File: src/rtl/seg7_scan_decoder.sv
// Decodes a multiplexed, active-low 7-segment scan bus back into committed hex digits.
// Optional two-flop input synchronizer enabled by defining SEG7DEC_SYNC_EN.
module seg7_scan_decoder #(
   parameter int unsigned STABLE_CNT = 4
) (
   input  logic        clk,
   input  logic        rst,
   input  logic [6:0]  SEG,
   input  logic [3:0]  AN,
   output logic [15:0] value,
   output logic [3:0]  dig_valid,
   output logic        upd,
   output logic        err
);

   localparam logic [3:0] LP_STABLE = 4'(STABLE_CNT);

   logic [6:0]  w_seg;
   logic [3:0]  w_an;

`ifdef SEG7DEC_SYNC_EN
   logic [6:0]  r_seg_s1, r_seg_s2;
   logic [3:0]  r_an_s1, r_an_s2;

   // Idle values keep the decoder quiet until real samples arrive.
   always_ff @(posedge clk or posedge rst) begin
      if (rst) begin
         r_seg_s1 <= 7'h7F;
         r_seg_s2 <= 7'h7F;
         r_an_s1  <= 4'hF;
         r_an_s2  <= 4'hF;
      end else begin
         r_seg_s1 <= SEG;
         r_seg_s2 <= r_seg_s1;
         r_an_s1  <= AN;
         r_an_s2  <= r_an_s1;
      end
   end

   assign w_seg = r_seg_s2;
   assign w_an  = r_an_s2;
`else
   assign w_seg = SEG;
   assign w_an  = AN;
`endif

   logic [1:0]  r_cand_dig;
   logic [4:0]  r_cand_sym;
   logic [3:0]  r_cnt;
   logic [15:0] r_value;
   logic [3:0]  r_dig_valid;
   logic        r_upd;
   logic        r_err;

   logic        w_an_idle;
   logic        w_an_onehot;
   logic [1:0]  w_dig;
   logic        w_sym_ok;
   logic [4:0]  w_sym;
   logic        w_legal;
   logic        w_bad;
   logic        w_same;
   logic        w_commit;
   logic [1:0]  w_cand_dig_nx;
   logic [4:0]  w_cand_sym_nx;
   logic [3:0]  w_cnt_nx;
   logic [15:0] w_value_nx;
   logic [3:0]  w_dig_valid_nx;
   logic        w_upd_nx;

   always_comb begin
      w_an_onehot = 1'b1;
      w_dig       = 2'd0;
      case (w_an)
         4'b1110: w_dig = 2'd0;
         4'b1101: w_dig = 2'd1;
         4'b1011: w_dig = 2'd2;
         4'b0111: w_dig = 2'd3;
         default: w_an_onehot = 1'b0;
      endcase
   end

   // w_sym[4] marks BLANK; w_sym[3:0] is the hex nibble otherwise.
   always_comb begin
      w_sym_ok = 1'b1;
      w_sym    = 5'h00;
      case (w_seg)
         7'b1000000: w_sym = 5'h00;
         7'b1111001: w_sym = 5'h01;
         7'b0100100: w_sym = 5'h02;
         7'b0110000: w_sym = 5'h03;
         7'b0011001: w_sym = 5'h04;
         7'b0010010: w_sym = 5'h05;
         7'b0000010: w_sym = 5'h06;
         7'b1111000: w_sym = 5'h07;
         7'b0000000: w_sym = 5'h08;
         7'b0010000: w_sym = 5'h09;
         7'b0001000: w_sym = 5'h0A;
         7'b0000011: w_sym = 5'h0B;
         7'b1000110: w_sym = 5'h0C;
         7'b0100001: w_sym = 5'h0D;
         7'b0000110: w_sym = 5'h0E;
         7'b0001110: w_sym = 5'h0F;
         7'b1111111: w_sym = 5'h10;
         default:    w_sym_ok = 1'b0;
      endcase
   end

   assign w_an_idle = (w_an == 4'hF);
   assign w_legal   = w_an_onehot && w_sym_ok;
   assign w_bad     = !w_an_idle && !w_legal;
   // A zero run count means there is no candidate.
   assign w_same    = (r_cnt != 4'd0) && (w_dig == r_cand_dig) && (w_sym == r_cand_sym);

   always_comb begin
      w_cand_dig_nx  = r_cand_dig;
      w_cand_sym_nx  = r_cand_sym;
      w_cnt_nx       = r_cnt;
      w_commit       = 1'b0;
      w_value_nx     = r_value;
      w_dig_valid_nx = r_dig_valid;
      w_upd_nx       = 1'b0;

      if (w_bad) begin
         w_cand_dig_nx = 2'd0;
         w_cand_sym_nx = 5'h00;
         w_cnt_nx      = 4'd0;
      end else if (w_legal) begin
         if (w_same) begin
            w_cnt_nx = (r_cnt >= LP_STABLE) ? r_cnt : r_cnt + 4'd1;
         end else begin
            w_cand_dig_nx = w_dig;
            w_cand_sym_nx = w_sym;
            w_cnt_nx      = 4'd1;
         end
         // Commit only on the transition into the stable count, never on saturated repeats.
         w_commit = (w_cnt_nx == LP_STABLE) && !(w_same && (r_cnt == LP_STABLE));
      end

      if (w_commit) begin
         if (w_sym[4]) begin
            w_dig_valid_nx[w_dig] = 1'b0;
         end else begin
            w_value_nx[{w_dig, 2'b00} +: 4] = w_sym[3:0];
            w_dig_valid_nx[w_dig]           = 1'b1;
         end
         w_upd_nx = (w_value_nx != r_value) || (w_dig_valid_nx != r_dig_valid);
      end
   end

   always_ff @(posedge clk or posedge rst) begin
      if (rst) begin
         r_cand_dig  <= 2'd0;
         r_cand_sym  <= 5'h00;
         r_cnt       <= 4'd0;
         r_value     <= 16'h0000;
         r_dig_valid <= 4'b0000;
         r_upd       <= 1'b0;
         r_err       <= 1'b0;
      end else begin
         r_cand_dig  <= w_cand_dig_nx;
         r_cand_sym  <= w_cand_sym_nx;
         r_cnt       <= w_cnt_nx;
         r_value     <= w_value_nx;
         r_dig_valid <= w_dig_valid_nx;
         r_upd       <= w_upd_nx;
         r_err       <= w_bad;
      end
   end

   assign value     = r_value;
   assign dig_valid = r_dig_valid;
   assign upd       = r_upd;
   assign err       = r_err;

endmodule

File: config.mk
export PLATFORM = sky130hd
export DESIGN_NAME = seg7_scan_decoder
export DESIGN_NICKNAME = d
export VERILOG_FILES = /design/src/rtl/seg7_scan_decoder.sv
export SDC_FILE = /design/constraint.sdc
export NUM_CORES = 1
export LEC_CHECK = 0
export ABC_AREA = 1
export BUFFER_PORTS_ARGS = -buffer_cell sky130_fd_sc_hd__buf_2
export CORE_MARGIN = 10
export CORE_UTILIZATION = 55
export DETAILED_ROUTE_END_ITERATION = 8
export GPL_TIMING_DRIVEN = 0
export MAX_ROUTING_LAYER = met4
export PLACE_DENSITY = 0.77
export SYNTH_ARGS = -nofsm -noshare
export SYNTH_HDL_FRONTEND = slang
export SYNTH_SLANG_ARGS = --single-unit
File: constraint.sdc
create_clock -name clk -period 2.48 [get_ports clk]
set_input_delay 0.372 -clock clk [delete_from_list [all_inputs] [get_ports clk]]
set_output_delay 0.372 -clock clk [all_outputs]
set_load 0.02 [all_outputs]
[After elaboration in Yosys (flattened, before gate mapping)]
Cells that the tools add are included.
Cells by class
  $mul: 0
  equality and inequality tests: 28
  magnitude comparators: 3
  reductions and logical operators: 17
  shifts and indexed selects: 2
  divide/modulo/power cells: 0
  mux-type cells: 26
  add/sub/neg operators: 2
  bitwise gates (word level): 3
Operator list (number)
  one-hot mux 5 bit (16 select lines): 1
  == test 7 bit (second input constant): 5
  2-to-1 mux 16 bit: 2
  2-to-1 mux 4 bit: 8
  == test 7 x 5 -> 1 bit (second input constant): 3
  == test 7 x 6 -> 1 bit (second input constant): 3
  OR reduction 17 bit: 1
  bitwise mux 16 bit: 1
  == test 4 bit (second input constant): 4
  inequality test 16 bit: 1
  variable shift 4 x 6 -> 16 bit (first input constant): 1
  indexed part select 4 x 6 -> 16 bit: 1
  2-to-1 mux 5 bit: 3
  == test 7 x 2 -> 1 bit (second input constant): 2
  == test 7 x 4 -> 1 bit (second input constant): 2
  == test 4 x 3 -> 1 bit (second input constant): 3
  == test 7 x 3 -> 1 bit (second input constant): 1
  logical AND 1 bit: 7
  zero test 7 bit: 1
  2-to-1 mux 1 bit: 6
  2-to-1 mux 2 bit: 3
  negation 4 -> 6 bit: 1
  one-hot mux 2 bit (3 select lines): 1
  == test 5 bit: 1
  17 further kinds: 19
Word-level totals
  output and inout bits: 22
  word-level logic and storage cells: 88
  input port bits: 13
  ROM bits: 0
  latch bits: 0
  bits in writable memories: 0
  memories kept: 0
  register bits: 33

[Depth between registers and ports, before layout]
  depth after elaboration: 16
  depth in mapped cells: 16
  depth with buffers taken out: 16

[Worst setup path after synthesis]
No wires, ideal clock.
  path kind: input port to flip-flop
  start: in AN[3]
  end: reg r_upd, in the netlist upd
  cell stages on the path: 14
  buffers on the path: 0
  data required time: 2364 ps
  arrival time: 2183 ps
  setup time: 116 ps
  slack: 181 ps
  cells stage by stage: or2_2 -> nand3_1 -> ha_1 -> or2_2 -> nor2_1 -> nand3_1 -> nand2_1 -> nand2_1 -> nand2_1 -> nand2_1 -> nor2_1 -> nand2_1 -> nor2_1 -> nor2_2
On the way
  word-level cells in the longest chain between the ends: 13
  elaborated cells on any way between the ends: 44
  those cells by class: 1 x add/sub; 2 x order compare; 9 x eq/ne; 2 x shift; 15 x mux; 3 x bitwise; 12 x reduce/logical
RTL lines
  start: declaration: line 9  | input logic [3:0] AN,
  branches (longest 12 deep; another with negation 4 -> 6 bit)
  2-to-1 mux 1 bit *: line 140  | if (w_commit) begin
  named net w_upd_nx: line 69  | logic w_upd_nx;
  end signal: assignment: line 166  | r_upd <= w_upd_nx;
  end: declaration: line 52  | logic r_upd;
Mark *: on every way through the listed nets, which the timed path passes. The select of a mux whose other input is x is not followed.
A chain may end at the register's enable or synchronous reset.

[Worst setup path after layout]
  start: in SEG[4]
  end: reg r_value[4], in the netlist value[4]
On the way
  word-level cells in the longest chain between the ends: 11
  elaborated cells on any way between the ends: 38
  those cells by class: 18 x eq/ne; 1 x shift; 10 x mux; 9 x reduce/logical
RTL lines
  start: declaration: line 8  | input logic [6:0] SEG,
  == test 7 bit (tied with other cells): line 87  | case (w_seg)
  one-hot mux 5 bit (16 select lines): line 87
  == test 5 bit: line 113  | assign w_same = (r_cnt != 4'd0) && (w_dig == r_cand_dig) && (w_sym == r_cand_sym);
  logical AND 1 bit: line 113
  2-to-1 mux 4 bit: line 129  | if (w_same) begin
  2-to-1 mux 4 bit: line 128  | end else if (w_legal) begin
  2-to-1 mux 4 bit: line 124  | if (w_bad) begin
  == test 4 x 3 -> 1 bit: line 137  | w_commit = (w_cnt_nx == LP_STABLE) && !(w_same && (r_cnt == LP_STABLE));
  logical AND 1 bit: line 137
  2-to-1 mux 1 bit: line 128
  2-to-1 mux 1 bit: line 124
  end signal: assignment: line 164  | r_value <= w_value_nx;
  end: declaration: line 50  | logic [15:0] r_value;
Parallel ways exist; a longest one is shown, timed or not. The select of a mux whose other input is x is not followed.

==> impl_metrics.toml <==
[layout]
layout-drive-gt1-share = 0.172
final_cell_count_no_fill = 530
post_route_core_utilization = 0.648
finish.net_count = 494
syn2layout_area_growth_pct = 14.5
antenna_cells = 0

[yosys]
xor_and_xnor_fraction_of_the_mapped_netlist_area = 0.0132
postSynthCellCount = 433
synthesis.area_per_instance_sq_um = 6.14
synthDominantCellAreaShare = 0.311
ys_seq_area_frac = 0.311
mappedNetlistNets = 452
synth-compound-area-share = 0.0866
synth.area.top_cells = "sky130_fd_sc_hd__dfrtp_1 (31%), sky130_fd_sc_hd__nand2_1 (22%), sky130_fd_sc_hd__nand3_1 (11%), sky130_fd_sc_hd__inv_1 (7.3%), sky130_fd_sc_hd__nor2_1 (6.5%)"
synth_top_family_by_area = "simple AND/OR/NAND/NOR gates"
synth_simple_gate_area_frac = 0.459
synth.area.mux_share = 0
synthDominantAreaCellType = "sky130_fd_sc_hd__dfrtp_1"
syn-cell-area_sq_um = 2660
yosys_warnings = 0
synth-adder-area-share = 0.0282
synthDistinctLibCells = 32
synth.ff_latch_count = 33

[pwr]
p_leak_uw = 0.00174
power_per_cell_area_nw_per_um2 = 384
switchingPower_uw = 328
clockPowerShare = 0.396
power.share.switching = 0.282
intPower_uw = 838
worst_ir_drop_vdd_mv = 0.367
share_seq_of_total_power = 0.463
post-layout-total-power_uw = 1170
comb_power_share = 0.141

[clock_network]
root_buffer = "sky130_fd_sc_hd__clkbuf_8"
clock_path_buffers = 2
clock_slew_at_reported_path_ffs_ns = 0.07
cts_buffers = 5
ctsHtreeMaxLevel = 2
cts_tree = "done"
clk_latency_ns = 0.30
cts.sink_count = 33

[floorplanning]
std_cell_rows = 25
ios = 35
initial_util = 0.566
die_height_microns = 89.5
die-area_sq_um = 8010
core_sq_um = 4690
die_width_microns = 89.5

[sta]
final_setup_skew_ns = 0.00955
tightest_slew_ns = 0.709
setup_viol_count_final = 0
count_of_pins_over_their_slew_limit = 0
final.min_clock_period_ns = 2.28
period_share = 0.917
worst_slew_margin_relative_to_its_limit = 0.527
max_clk_rate_mhz = 439
setup_tns_ns = 0
timing_hold_violations_final = 0

[setup_path]
crit_path_max_fanout = 10
critical_path.slowest_cell = "sky130_fd_sc_hd__nand4_1"
crit_path_end_kind = "flip-flop"
cp.required_ns = 2.66
timing.critical_path.from_type = "input pin"
critPathMaxStageDelay_ns = 0.31
crit_arrival_ns = 2.46
worstPathCellList = "buf_2 > nand2_1 > nor2_1 > nand4_1 > buf_4 > xor2_1 > a21oi_2 > nand3_4 > nor3_2 > nand2_1 > buf_6 > nand2_1 > nand2_1"
crit_type = "input pin to flip-flop"
critical-path-top-cell-by-count = "sky130_fd_sc_hd__nand2_1"

[placement]
io_buffer_count = 34
place_inst = 521
gpl.final_weighted_congestion = 0.874
hpwl_microns = 4960

[global_route]
antenna_found_initial = 0
grt.overflow.total = 0
grt_max_degree = 34
grt_pass1_vias = 2505
track_usage = 0.179
first_pass_grt_wire_length_microns = 11100

[run_status]
status = "finished clean"

[detailed_routing]
drt_first_iter_violations = 190
via_count = 2766
dr.pass1.iters = 5
count_of_nets_left_with_antenna_violations_after_detail_routing = 0
wl_microns = 6650
drt_drc_violations_left = 0
viasPerCell = 5.22
routedWlPerCell_microns = 12.5

[worst_hold_path]
hold_class = "input pin to async pin"

[run]
timing.max_cap.violations = 0
## synth_stat cells
master	instances
sky130_fd_sc_hd__o22ai_1	3
sky130_fd_sc_hd__o31ai_1	2
sky130_fd_sc_hd__nand2_2	5
sky130_fd_sc_hd__nor3_2	1
sky130_fd_sc_hd__xnor2_1	1
sky130_fd_sc_hd__nand2_1	155
sky130_fd_sc_hd__buf_6	2
sky130_fd_sc_hd__o211ai_1	1
sky130_fd_sc_hd__o21ai_1	2
sky130_fd_sc_hd__or2_2	2
sky130_fd_sc_hd__inv_1	52
sky130_fd_sc_hd__dfrtp_1	33
sky130_fd_sc_hd__xor2_1	3
sky130_fd_sc_hd__a21oi_1	8
sky130_fd_sc_hd__o21ai_2	1
sky130_fd_sc_hd__o21bai_1	1
sky130_fd_sc_hd__nor2_2	5
sky130_fd_sc_hd__nor3_4	1
sky130_fd_sc_hd__buf_2	4
sky130_fd_sc_hd__nand4_1	9
sky130_fd_sc_hd__ha_1	6
sky130_fd_sc_hd__o21ai_0	18
sky130_fd_sc_hd__a21o_1	1
sky130_fd_sc_hd__nand3_4	1
sky130_fd_sc_hd__a21oi_2	1
sky130_fd_sc_hd__nand3_1	56
sky130_fd_sc_hd__o21a_1	1
sky130_fd_sc_hd__o41ai_1	1
sky130_fd_sc_hd__inv_2	6
sky130_fd_sc_hd__nor2_1	46
sky130_fd_sc_hd__clkbuf_1	3
sky130_fd_sc_hd__nor3_1	2
## through the flow
step | cell area [sq um] | setup WS, ns | hold slack, ns
6_report | 3040 | 0.205 | 0.191
5_1_grt | 3040 | -0.00324 | 0.250
4_1_cts | 3000 | 0.0332 | 0.477
3_5_place_dp | 2900 | -0.406 | 0.500
3_3_place_gp | 2900 | -0.364 | 0.495
2_1_floorplan | 2660 | 0.181 | 0.473
## per-layer routing
layer	wire [microns]	GRT usage	up-vias
met3	362	0.0337	14
met5	0	-	-
met2	3020	0.282	84
met1	3160	0.226	1208
li1	-	-	1460
met4	99	0.0564	0
## cell usage in the layout, fill, tap and decap left out, types with 8 or more instances in the layout
cell type                 instances
sky130_fd_sc_hd__nor2_2           8
sky130_fd_sc_hd__inv_1           51
sky130_fd_sc_hd__buf_2           38
sky130_fd_sc_hd__nand4_1          9
sky130_fd_sc_hd__nor2_1          41
sky130_fd_sc_hd__nand2_1        154
sky130_fd_sc_hd__nand3_1         55
sky130_fd_sc_hd__a21oi_1          8
sky130_fd_sc_hd__o21ai_0         17
sky130_fd_sc_hd__dfrtp_1         33
## power by group through the flow
stage	registers [uW]	logic [uW]	clock network, uW
finish	541	164	462
global route	541	187	493
CTS	541	157	462
detailed placement	551	156	0
global placement	551	154	0
floorplan	552	110	0
## layout make-up
| type | instances | area, sq um |
|---|---|---|
| Clock inverter | 1 | 5.00 |
| Timing Repair Buffer | 36 | 185 |
| Buffer | 8 | 53.8 |
| Clock buffer | 7 | 96.3 |
| Sequential cell | 33 | 826 |
| Multi-Input combinational cell | 333 | 1590 |
| Fill cell | 444 | 1650 |
| Inverter | 58 | 218 |
| Tap cell | 54 | 67.6 |
## critical path, delay by kind of cell
family | cells | cell delay [ns]
AO/OA/AOI/OAI | 1 | 0.16
buffers and inverters | 3 | 0.55
AND/OR/NAND/NOR | 8 | 1.23
XOR/XNOR | 1 | 0.15
## worst paths after layout
kind	startpoint	end	slack, ns	depth (start not counted)
min in group clk	r_cnt[2]$_DFFE_PP0P_	r_cnt[2]$_DFFE_PP0P_	0.51	1
setup / recovery	SEG[4]	value[4]$_DFFE_PP0P_	0.20	13
hold / removal	rst	value[6]$_DFFE_PP0P_	0.19	2
hold reg to reg	r_cnt[2]$_DFFE_PP0P_	r_cnt[2]$_DFFE_PP0P_	0.51	1
max in group asynchronous	rst	value[11]$_DFFE_PP0P_	1.83	2
setup reg to reg	r_cnt[0]$_DFFE_PP0P_	value[4]$_DFFE_PP0P_	0.37	13
## sequential cells by signal, indices dropped and copies added, names as in the netlist
signal	count
r_cand_dig	2
dig_valid	4
r_cnt	4
upd	1
err	1
r_cand_sym	5
value	16
## cells by family (layout without fill, tap and decap cells)
kind of cell               Yosys count  count (layout)
AOI/OAI and AO/OA                   40              40
DFF                                 33              33
and+or+nand+nor                    283             283
xor gates and xnor gates             4               4
buffers and inverters               67             110
adders and majority gates            6               6
## repair_timing
action                     4_1_cts  5_1_grt
resized for setup                1       13
setup endpoints to repair        1        2
setup buffers                    0        2
hold buffers                     0        0
pin swaps                        0        2
No activity file was read; power rests on OpenSTA's default activity.
